**src/rtl/pixmem_arbiter.sv**
```systemverilog
// Arbitrates the single-port pixel RAM between display fetches and game-logic req/ack accesses.
// Optional one-entry display tag cache enabled by defining PIXCACHE_EN.
module pixmem_arbiter #(
    parameter int DATA_W     = 3,
    parameter int STARVE_MAX = 31
) (
    input  logic              i_clk,
    input  logic              i_rst_n,
    input  logic              i_video_on,
    input  logic              i_rom_en,
    input  logic [3:0]        i_pixel_h,
    input  logic [3:0]        i_pixel_v,
    output logic [DATA_W-1:0] o_disp_data,
    output logic              o_disp_stall,
    input  logic              i_game_req,
    input  logic              i_game_we,
    input  logic [7:0]        i_game_addr,
    input  logic [DATA_W-1:0] i_game_wdata,
    output logic [DATA_W-1:0] o_game_rdata,
    output logic              o_game_ack,
    output logic              o_mem_en,
    output logic              o_mem_we,
    output logic [7:0]        o_mem_addr,
    output logic [DATA_W-1:0] o_mem_wdata,
    input  logic [DATA_W-1:0] i_mem_rdata
);
    localparam int CW = $clog2(STARVE_MAX + 1);
    localparam logic [CW-1:0] C_MAX = CW'(STARVE_MAX);
    localparam logic [0:0] S_IDLE = 1'b0;
    localparam logic [0:0] S_GACK = 1'b1;

    // Game handshake: i_game_req rises with we/addr/wdata stable and stays high until
    // o_game_ack pulses for one cycle; o_game_rdata is valid in that ack cycle.
    logic [0:0]        r_state;
    logic [CW-1:0]     r_starve_cnt;
    logic              r_gack_we;
    logic [DATA_W-1:0] r_game_rdata;
    logic              r_fetch;
    logic [DATA_W-1:0] r_disp_q;
    logic              r_stall;

    logic [7:0]        w_da;
    logic              w_vis;
    logic              w_need;
    logic              w_grant;
    logic              w_dfetch;
    logic [DATA_W-1:0] w_disp_next;

    assign w_da  = {i_pixel_v, i_pixel_h};
    assign w_vis = i_video_on & i_rom_en;

`ifdef PIXCACHE_EN
    logic [7:0]        r_tag;
    logic              r_valid;
    logic [DATA_W-1:0] r_cdata;
    logic              w_hit;
    logic              w_wthru;
    logic [DATA_W-1:0] w_hit_data;

    // The entry counts as valid already in the cycle its fetch data arrives on i_mem_rdata.
    assign w_hit      = w_vis & (r_tag == w_da) & (r_valid | r_fetch);
    assign w_need     = w_vis & ~w_hit;
    assign w_wthru    = w_grant & i_game_we & (i_game_addr == r_tag);
    assign w_hit_data = w_wthru ? i_game_wdata : (r_fetch ? i_mem_rdata : r_cdata);

    always_ff @(posedge i_clk or negedge i_rst_n) begin
        if (!i_rst_n) begin
            r_tag   <= '0;
            r_valid <= 1'b0;
            r_cdata <= '0;
        end else begin
            if (w_dfetch) begin
                r_tag   <= w_da;
                r_valid <= 1'b0;
            end else if (r_fetch) begin
                r_valid <= 1'b1;
            end
            if (w_wthru)
                r_cdata <= i_game_wdata;
            else if (r_fetch)
                r_cdata <= i_mem_rdata;
        end
    end
`else
    assign w_need = w_vis;
`endif

    // Combinational RAM drive is gated by reset so the RAM sees nothing while held in reset.
    assign w_grant  = i_rst_n & (r_state == S_IDLE) & i_game_req
                    & (~w_need | (r_starve_cnt == C_MAX));
    assign w_dfetch = i_rst_n & w_need & ~w_grant;

    assign o_mem_en    = w_grant | w_dfetch;
    assign o_mem_we    = w_grant & i_game_we;
    assign o_mem_addr  = w_grant ? i_game_addr : (w_dfetch ? w_da : 8'h00);
    assign o_mem_wdata = (w_grant & i_game_we) ? i_game_wdata : '0;

    assign o_disp_data  = r_fetch ? i_mem_rdata : r_disp_q;
    assign o_disp_stall = r_stall;
    assign o_game_ack   = (r_state == S_GACK);
    assign o_game_rdata = (o_game_ack & ~r_gack_we) ? i_mem_rdata : r_game_rdata;

    always_comb begin
        w_disp_next = o_disp_data;
        if (!w_vis)
            w_disp_next = '0;
`ifdef PIXCACHE_EN
        else if (w_hit)
            w_disp_next = w_hit_data;
`endif
    end

    always_ff @(posedge i_clk or negedge i_rst_n) begin
        if (!i_rst_n) begin
            r_fetch  <= 1'b0;
            r_disp_q <= '0;
            r_stall  <= 1'b0;
        end else begin
            r_fetch <= w_dfetch;
            r_stall <= w_need & w_grant;
            if (!w_dfetch)
                r_disp_q <= w_disp_next;
        end
    end

    always_ff @(posedge i_clk or negedge i_rst_n) begin
        if (!i_rst_n) begin
            r_state      <= S_IDLE;
            r_starve_cnt <= '0;
            r_gack_we    <= 1'b0;
            r_game_rdata <= '0;
        end else begin
            r_game_rdata <= o_game_rdata;
            case (r_state)
                S_IDLE: begin
                    if (w_grant) begin
                        r_state   <= S_GACK;
                        r_gack_we <= i_game_we;
                    end
                end
                default: r_state <= S_IDLE;
            endcase
            if (!i_game_req || w_grant)
                r_starve_cnt <= '0;
            else if (r_state == S_IDLE && r_starve_cnt != C_MAX)
                r_starve_cnt <= r_starve_cnt + 1'b1;
        end
    end
endmodule
```
**config.mk**
```make
export PLATFORM = sky130hd
export DESIGN_NAME = pixmem_arbiter
export DESIGN_NICKNAME = d
export VERILOG_FILES = /design/src/rtl/pixmem_arbiter.sv
export SDC_FILE = /design/constraint.sdc
export NUM_CORES = 1
export LEC_CHECK = 0
export ABC_AREA = 1
export CORE_MARGIN = 1
export CORE_UTILIZATION = 43
export CTS_BUF_LIST = sky130_fd_sc_hd__clkbuf_8
export CTS_CLUSTER_DIAMETER = 60
export CTS_CLUSTER_SIZE = 25
export DETAILED_ROUTE_END_ITERATION = 7
export GPL_ROUTABILITY_DRIVEN = 0
export PLACE_DENSITY_LB_ADDON = 0.1
export SETUP_SLACK_MARGIN = 0.3
export SYNTH_ARGS = -nofsm -noshare
export SYNTH_HDL_FRONTEND = slang
export SYNTH_SLANG_ARGS = --single-unit
```
**constraint.sdc**
```tcl
create_clock -name i_clk -period 3.03 [get_ports i_clk]
set_input_delay 0.303 -clock i_clk [delete_from_list [all_inputs] [get_ports i_clk]]
set_output_delay 0.303 -clock i_clk [all_outputs]
set_load 0.005 [all_outputs]
```
==> results.cfg, run 1 <==
[synth]
yosys.area.top_type_share = 0.4167
syn_area_per_cell_um2 = 7.038
synth_cell_type_count = 18
synthTopCellsByArea = dfrtp_1 42%, nand2_1 19%, inv_1 7.1%, nand3_1 6.7%, nor2_1 6.3%
synth_edf_count = 0
mappedNetlistNets = 158
synthFlopType = dfrtp_1
yosysTopAreaCell = dfrtp_1
yosys_warnings = 0
netlist_area_um2 = 900.9
ys_seq_elements = 15
synthCells = 128
synth.most_common_cell = nand2_1
ys_async_sr_fraction = 1.000
ys_seq_area_frac = 0.4167
ys_top_cells_by_count = 46 x nand2_1, 17 x inv_1, 15 x dfrtp_1, 15 x nor2_1, 12 x nand3_1

[final_layout]
drive_gt1_frac = 0.08197
antenna_cells = 0
area_growth_pct = 64.72
nFillCells = 177
nets = 214

[critical_path]
arrival_ns = 2.24
critPathKind = flop to primary output
crit_required_ns = 2.73
crit_path_end_kind = primary output
cp-start-kind = flop
worstPathMaxFanout = 16

[global_route]
grt_antenna_before_repair = 0
grt_pass1_wl_mm = 3.139
track_usage = 0.1989
grt-ovfl-total = 0
grt_start_max_net_pins = 17
grt_pass1_vias = 829

[power]
p_leak_uw = 0.0007487
powerDensity_nw_per_um2 = 360.5
p_clk_frac = 0.299
seqPwrFrac = 0.426
ir_drop_mv = 0.1819
p_sw_uw = 136.9
p_int_uw = 398.2
p_total_uw = 535.0
p_sw_frac = 0.2558
combPwrFrac = 0.275

[min_path]
min_path_type = input port to asynchronous set/reset pin

[timing]
fin_setup_tns_ns = 0
worstMarginPinSlew_ns = 0.3751
final-setup-viol-count = 0
final.setup.worst_slack_ns = 0.4884
drv_slew = 0
rsz0062_at_grt = no
min_period_ns = 2.542
hold_violations = 0
slew_headroom = 0.7491
min_period_over_period = 0.8388
skew_ns = 0.001209
fmax_mhz = 393.5

[outcome]
status = complete, no violations

[clocking]
cts_htree_levels = 1
cts.sinks = 15
cts_tree = built
cts_hold_buf = 0
cts_buffers = 3
clk_latency_ns = 0.25
clock-root-buffer = clkbuf_8
clockBufferDepth = 2
clk_pin_slew_ns = 0.06

[placed_design]
dp_hpwl_mm = 1.787
place_ws_ns = 0.4751
portBuffers = 48

[floorplanning]
die_h_um = 47.77
die-area_um2 = 2282
die_w_um = 47.77
core_area_um2 = 1962
rows = 16
start_util = 0.4592
ios = 49

[drt]
final_antenna_net_count = 0
drc_errors = 0
vias = 984
finalWirelength_mm = 2.179
via_per_inst = 4.686
wl_per_cell_um = 10.38
dr.pass1.iters = 4
first_iter_violations = 11

[job]
drv_cap = 0
## critical path, cell delays in order, from the launching register on
cell and delay (ns):
dfrtp_1 0.39, ha_1 0.20, nand2_1 0.08, nor2_1 0.05, ha_1 0.20, inv_1 0.12
nand2_1 0.11, nand2_4 0.16, nand3_1 0.10, nand2_1 0.08, clkdlybuf4s50_1 0.50
## layout by cell type, fill, tap and decap left out
cell             synthesis  final
nand2_1                 46     46
dfrtp_1                 15     15
o21ai_0                  4      4
inv_2                    1      1
clkdlybuf4s50_1          0     48
nand2_4                  1      2
nor2_2                   1      1
clkbuf_8                 0      3
nand2_2                  2      1
a21oi_4                  1      1
inv_1                   17     18
a21oi_1                  5      5
nand3_1                 12     12
ha_1                     2      2
xor2_1                   2      2
nand3_2                  1      1
nor2_1                  15     15
or2_0                    1      1
buf_4                    1      5
## layout make-up
type | instances | area [um2] | share of cell area
Clock inverter | 1 | 3.754 | 0.002530
Sequential cell | 15 | 375.4 | 0.2530
Inverter | 18 | 67.56 | 0.04553
Timing Repair Buffer | 53 | 518.0 | 0.3491
Clock buffer | 3 | 41.29 | 0.02782
Multi-Input combinational cell | 93 | 444.2 | 0.2993
Tap cell | 27 | 33.78 | 0.02277
## power groups by stage
| stage | clock, uW | combinational [uW] | sequential (uW) |
|---|---|---|---|
| final | 160 | 147 | 228 |
| after floorplan | 0 | 53.4 | 229 |
| after global routing | 170 | 164 | 229 |
| after detailed placement | 0 | 145 | 232 |
| after CTS | 162 | 146 | 228 |
| after global placement | 0 | 142 | 231 |
## path summary, 6_finish.rpt
path	start	to	slack, ns	depth (start not counted)
max	r_starve_cnt[1]$_DFFE_PN0P_	o_mem_addr[2]	0.49	10
min	i_rst_n	r_disp_q[2]$_DFFE_PN0P_	0.33	1
max reg2reg	r_starve_cnt[1]$_DFFE_PN0P_	r_disp_q[1]$_DFFE_PN0P_	1.35	10
min reg2reg	r_gack_we$_DFFE_PN0P_	r_gack_we$_DFFE_PN0P_	0.49	2
max in group asynchronous	i_rst_n	r_starve_cnt[3]$_DFFE_PN0P_	2.22	2
min in group i_clk	r_gack_we$_DFFE_PN0P_	r_gack_we$_DFFE_PN0P_	0.49	2
## routing by layer
layer  vias up  track usage  share of wire
met1       442       0.2338           0.43
met3         5      0.04906          0.051
met2        37       0.3432           0.50
met4         0      0.08333          0.021
li1        500            -              -
met5         -            0              0
## flip-flops by register name (all words and copies together), names as in the netlist
register      flops
r_starve_cnt      5
r_disp_q          3
r_game_rdata      3
o_disp_stall      1
o_game_ack        1
r_fetch           1
r_gack_we         1
## kinds of logic after synthesis
group                      after synthesis  synth area share
AOI/OAI and AO/OA                       10           0.06806
xor gates and xnor gates                 2           0.01945
adders and majority gates                2           0.02777
buffers and inverters                   20           0.09583
and+or+nand+nor                         79            0.3722
DFF                                     15            0.4167
## metrics by stage
stage | utilization | hold WS, ns | cells | cell area, um2
floorplan | - | 0.007409 | 128 | 900.9
global placement | 0.7194 | 0.4700 | 203 | 1411
detailed placement | 0.7194 | 0.4698 | 203 | 1411
CTS | 0.7423 | 0.3393 | 207 | 1456
global route | 0.7564 | 0.3569 | 210 | 1484
finish | 0.7564 | 0.3349 | 210 | 1484
## timing repair
item	in CTS	in global routing
buffers inserted	0	3
endpoints found under the setup margin	0	8
gates resized for setup	0	1
(Power assumes the default switching activity.)
==> inputs of run 2 (changes only) <==
--- a/config.mk
+++ b/config.mk
@@ -7,7 +7,7 @@
 export LEC_CHECK = 0
 export ABC_AREA = 1
 export CORE_MARGIN = 1
-export CORE_UTILIZATION = 43
+export CORE_UTILIZATION = 36
 export CTS_BUF_LIST = sky130_fd_sc_hd__clkbuf_8
 export CTS_CLUSTER_DIAMETER = 60
 export CTS_CLUSTER_SIZE = 25
==> constraint.sdc (replaced) <==
create_clock -name i_clk -period 2.15 [get_ports i_clk]
set_input_delay 0.215 -clock i_clk [delete_from_list [all_inputs] [get_ports i_clk]]
set_output_delay 0.215 -clock i_clk [all_outputs]
set_load 0.005 [all_outputs]
==> results.cfg, run 2 (synthesis gave the netlist of run 1 again) <==
[outcome]
status = complete, no violations

[floorplanning]
start_util = 0.3958
die_w_um = 52.03
die_h_um = 52.03
die-area_um2 = 2707
rows = 17
ios = 49
core_area_um2 = 2276

[clocking]
cts_htree_levels = 1
clock-root-buffer = clkbuf_8
cts_tree = built
clockBufferDepth = 2
cts.sinks = 15
clk_latency_ns = 0.25
cts_buffers = 3
clk_pin_slew_ns = 0.07

[timing]
slew_headroom = 0.7799
hold_violations = 0
skew_ns = 0.007030
min_period_over_period = 0.9827
drv_slew = 0
final.setup.worst_slack_ns = 0.03715
min_period_ns = 2.113
fmax_mhz = 473.3
worstMarginPinSlew_ns = 0.3289
fin_setup_tns_ns = 0
rsz0062_at_grt = yes
final-setup-viol-count = 0

[critical_path]
crit_path_end_kind = primary output
slowest_delay_ns = 0.37
cp_slowest_cell = dfrtp_1
cp-start-kind = flop
critPathKind = flop to primary output
cpMostUsedCell = buf_6
arrival_ns = 1.90
crit_required_ns = 1.93
worstPathMaxFanout = 4
crit_chain = ha_2 -> nand2_2 -> nor2_2 -> ha_2 -> inv_2 -> a21oi_4 -> buf_6 -> buf_6 -> buf_6 -> nand2_2 -> nand2_1 -> buf_2

[final_layout]
fin_area_um2 = 1608
nFillCells = 197
regMostFlops = r_starve_cnt
top_regs = r_starve_cnt x5, r_disp_q x3, r_game_rdata x3
area_growth_pct = 78.47
nets = 226
largest_reg_flops = 5
antenna_cells = 0
final_cell_mix = 41 x nand2_1, 32 x clkdlybuf4s50_1, 15 x inv_1, 15 x dfrtp_1, 13 x buf_2
drive_gt1_frac = 0.2974
final_common_cell = nand2_1

[drt]
final_antenna_net_count = 0
drc_errors = 0
vias = 1038
finalWirelength_mm = 2.761
dr.pass1.iters = 4
first_iter_violations = 14
wl_per_cell_um = 12.38
via_per_inst = 4.655

[min_path]
min_path_type = input port to asynchronous set/reset pin

[global_route]
grt_start_max_net_pins = 14
track_usage = 0.2224
grt_antenna_before_repair = 0
grt_pass1_wl_mm = 4.485
grt_pass1_vias = 1059
grt-ovfl-total = 0

[placed_design]
place_area_um2 = 1428
place_ws_ns = -0.04245
portBuffers = 48
dp_hpwl_mm = 1.981

[power]
p_leak_uw = 0.0008542
powerDensity_nw_per_um2 = 494.4
p_total_uw = 794.9
ir_drop_mv = 0.3506

[job]
drv_cap = 0
==> run 2: changes by cell type in the layout (fill, tap and decap cells not counted), moves of 4 or more <==
cell and change:
nand2_2 +6, nand2_1 -5, buf_4 +7, buf_2 +13
nor2_1 -4, buf_6 +4, clkdlybuf4s50_1 -16
==> run 2: area by class of cell <==
class	instances	area (um2)	area share
repair buffers	64	558.0	0.3471
multi-input cells	94	523.0	0.3253
flip-flops and latches	15	375.4	0.2335
inverters	18	67.56	0.04202
clock buffers	3	41.29	0.02568
well taps	28	35.03	0.02179
clock inverters	1	7.507	0.004669
==> run 2: metrics by stage <==
stage	utilization	std cells	hold WS, ns
final	0.7064	223	0.3812
after global placement	0.6273	206	0.4817
after CTS	0.6729	220	0.3782
after detailed placement	0.6273	206	0.4673
after global routing	0.7064	223	0.4106
after floorplan	-	128	-0.08059
==> run 2: worst max-delay path, delay by kind of cell (launching register included) <==
family / cells / cell delay (ns)
AOI/OAI and AO/OA: 1 / 0.17
adders and majority gates: 2 / 0.40
buffers and inverters: 5 / 0.49
DFF: 1 / 0.37
and+or+nand+nor: 4 / 0.24
==> run 2: layer usage <==
layer,track usage,vias to the layer above,routed length (um)
met2,0.3910,34,1445
met3,0.07310,6,148
met4,0.07658,0,63
met5,0,-,0
li1,-,527,-
met1,0.2473,471,1103
==> run 2: worst paths after layout <==
| check | start | end | slack (ns) | depth (start not counted) |
|---|---|---|---|---|
| max reg2reg | r_starve_cnt[1]$_DFFE_PN0P_ | r_disp_q[1]$_DFFE_PN0P_ | 0.40 | 12 |
| min in group i_clk | r_game_rdata[1]$_DFF_PN0_ | r_game_rdata[1]$_DFF_PN0_ | 0.47 | 2 |
| min | i_rst_n | o_game_ack$_DFF_PN0_ | 0.38 | 2 |
| max in group asynchronous | i_rst_n | r_game_rdata[1]$_DFF_PN0_ | 1.54 | 2 |
| max | r_starve_cnt[1]$_DFFE_PN0P_ | o_mem_addr[3] | 0.04 | 12 |
| min reg2reg | r_game_rdata[1]$_DFF_PN0_ | r_game_rdata[1]$_DFF_PN0_ | 0.47 | 2 |
==> run 2: report_power, final <==
group	switching (uW)	internal [uW]	total, uW
Clock	104	130	234
Sequential	13.5	309	322
Combinational	105	133	239
==> run 2: timing repair <==
action	in CTS	in global routing
gates cloned	1	0
hold buffers	0	0
setup buffers	9	3
gates resized for setup	68	18
pin swaps	10	6
setup endpoints to repair	16	18
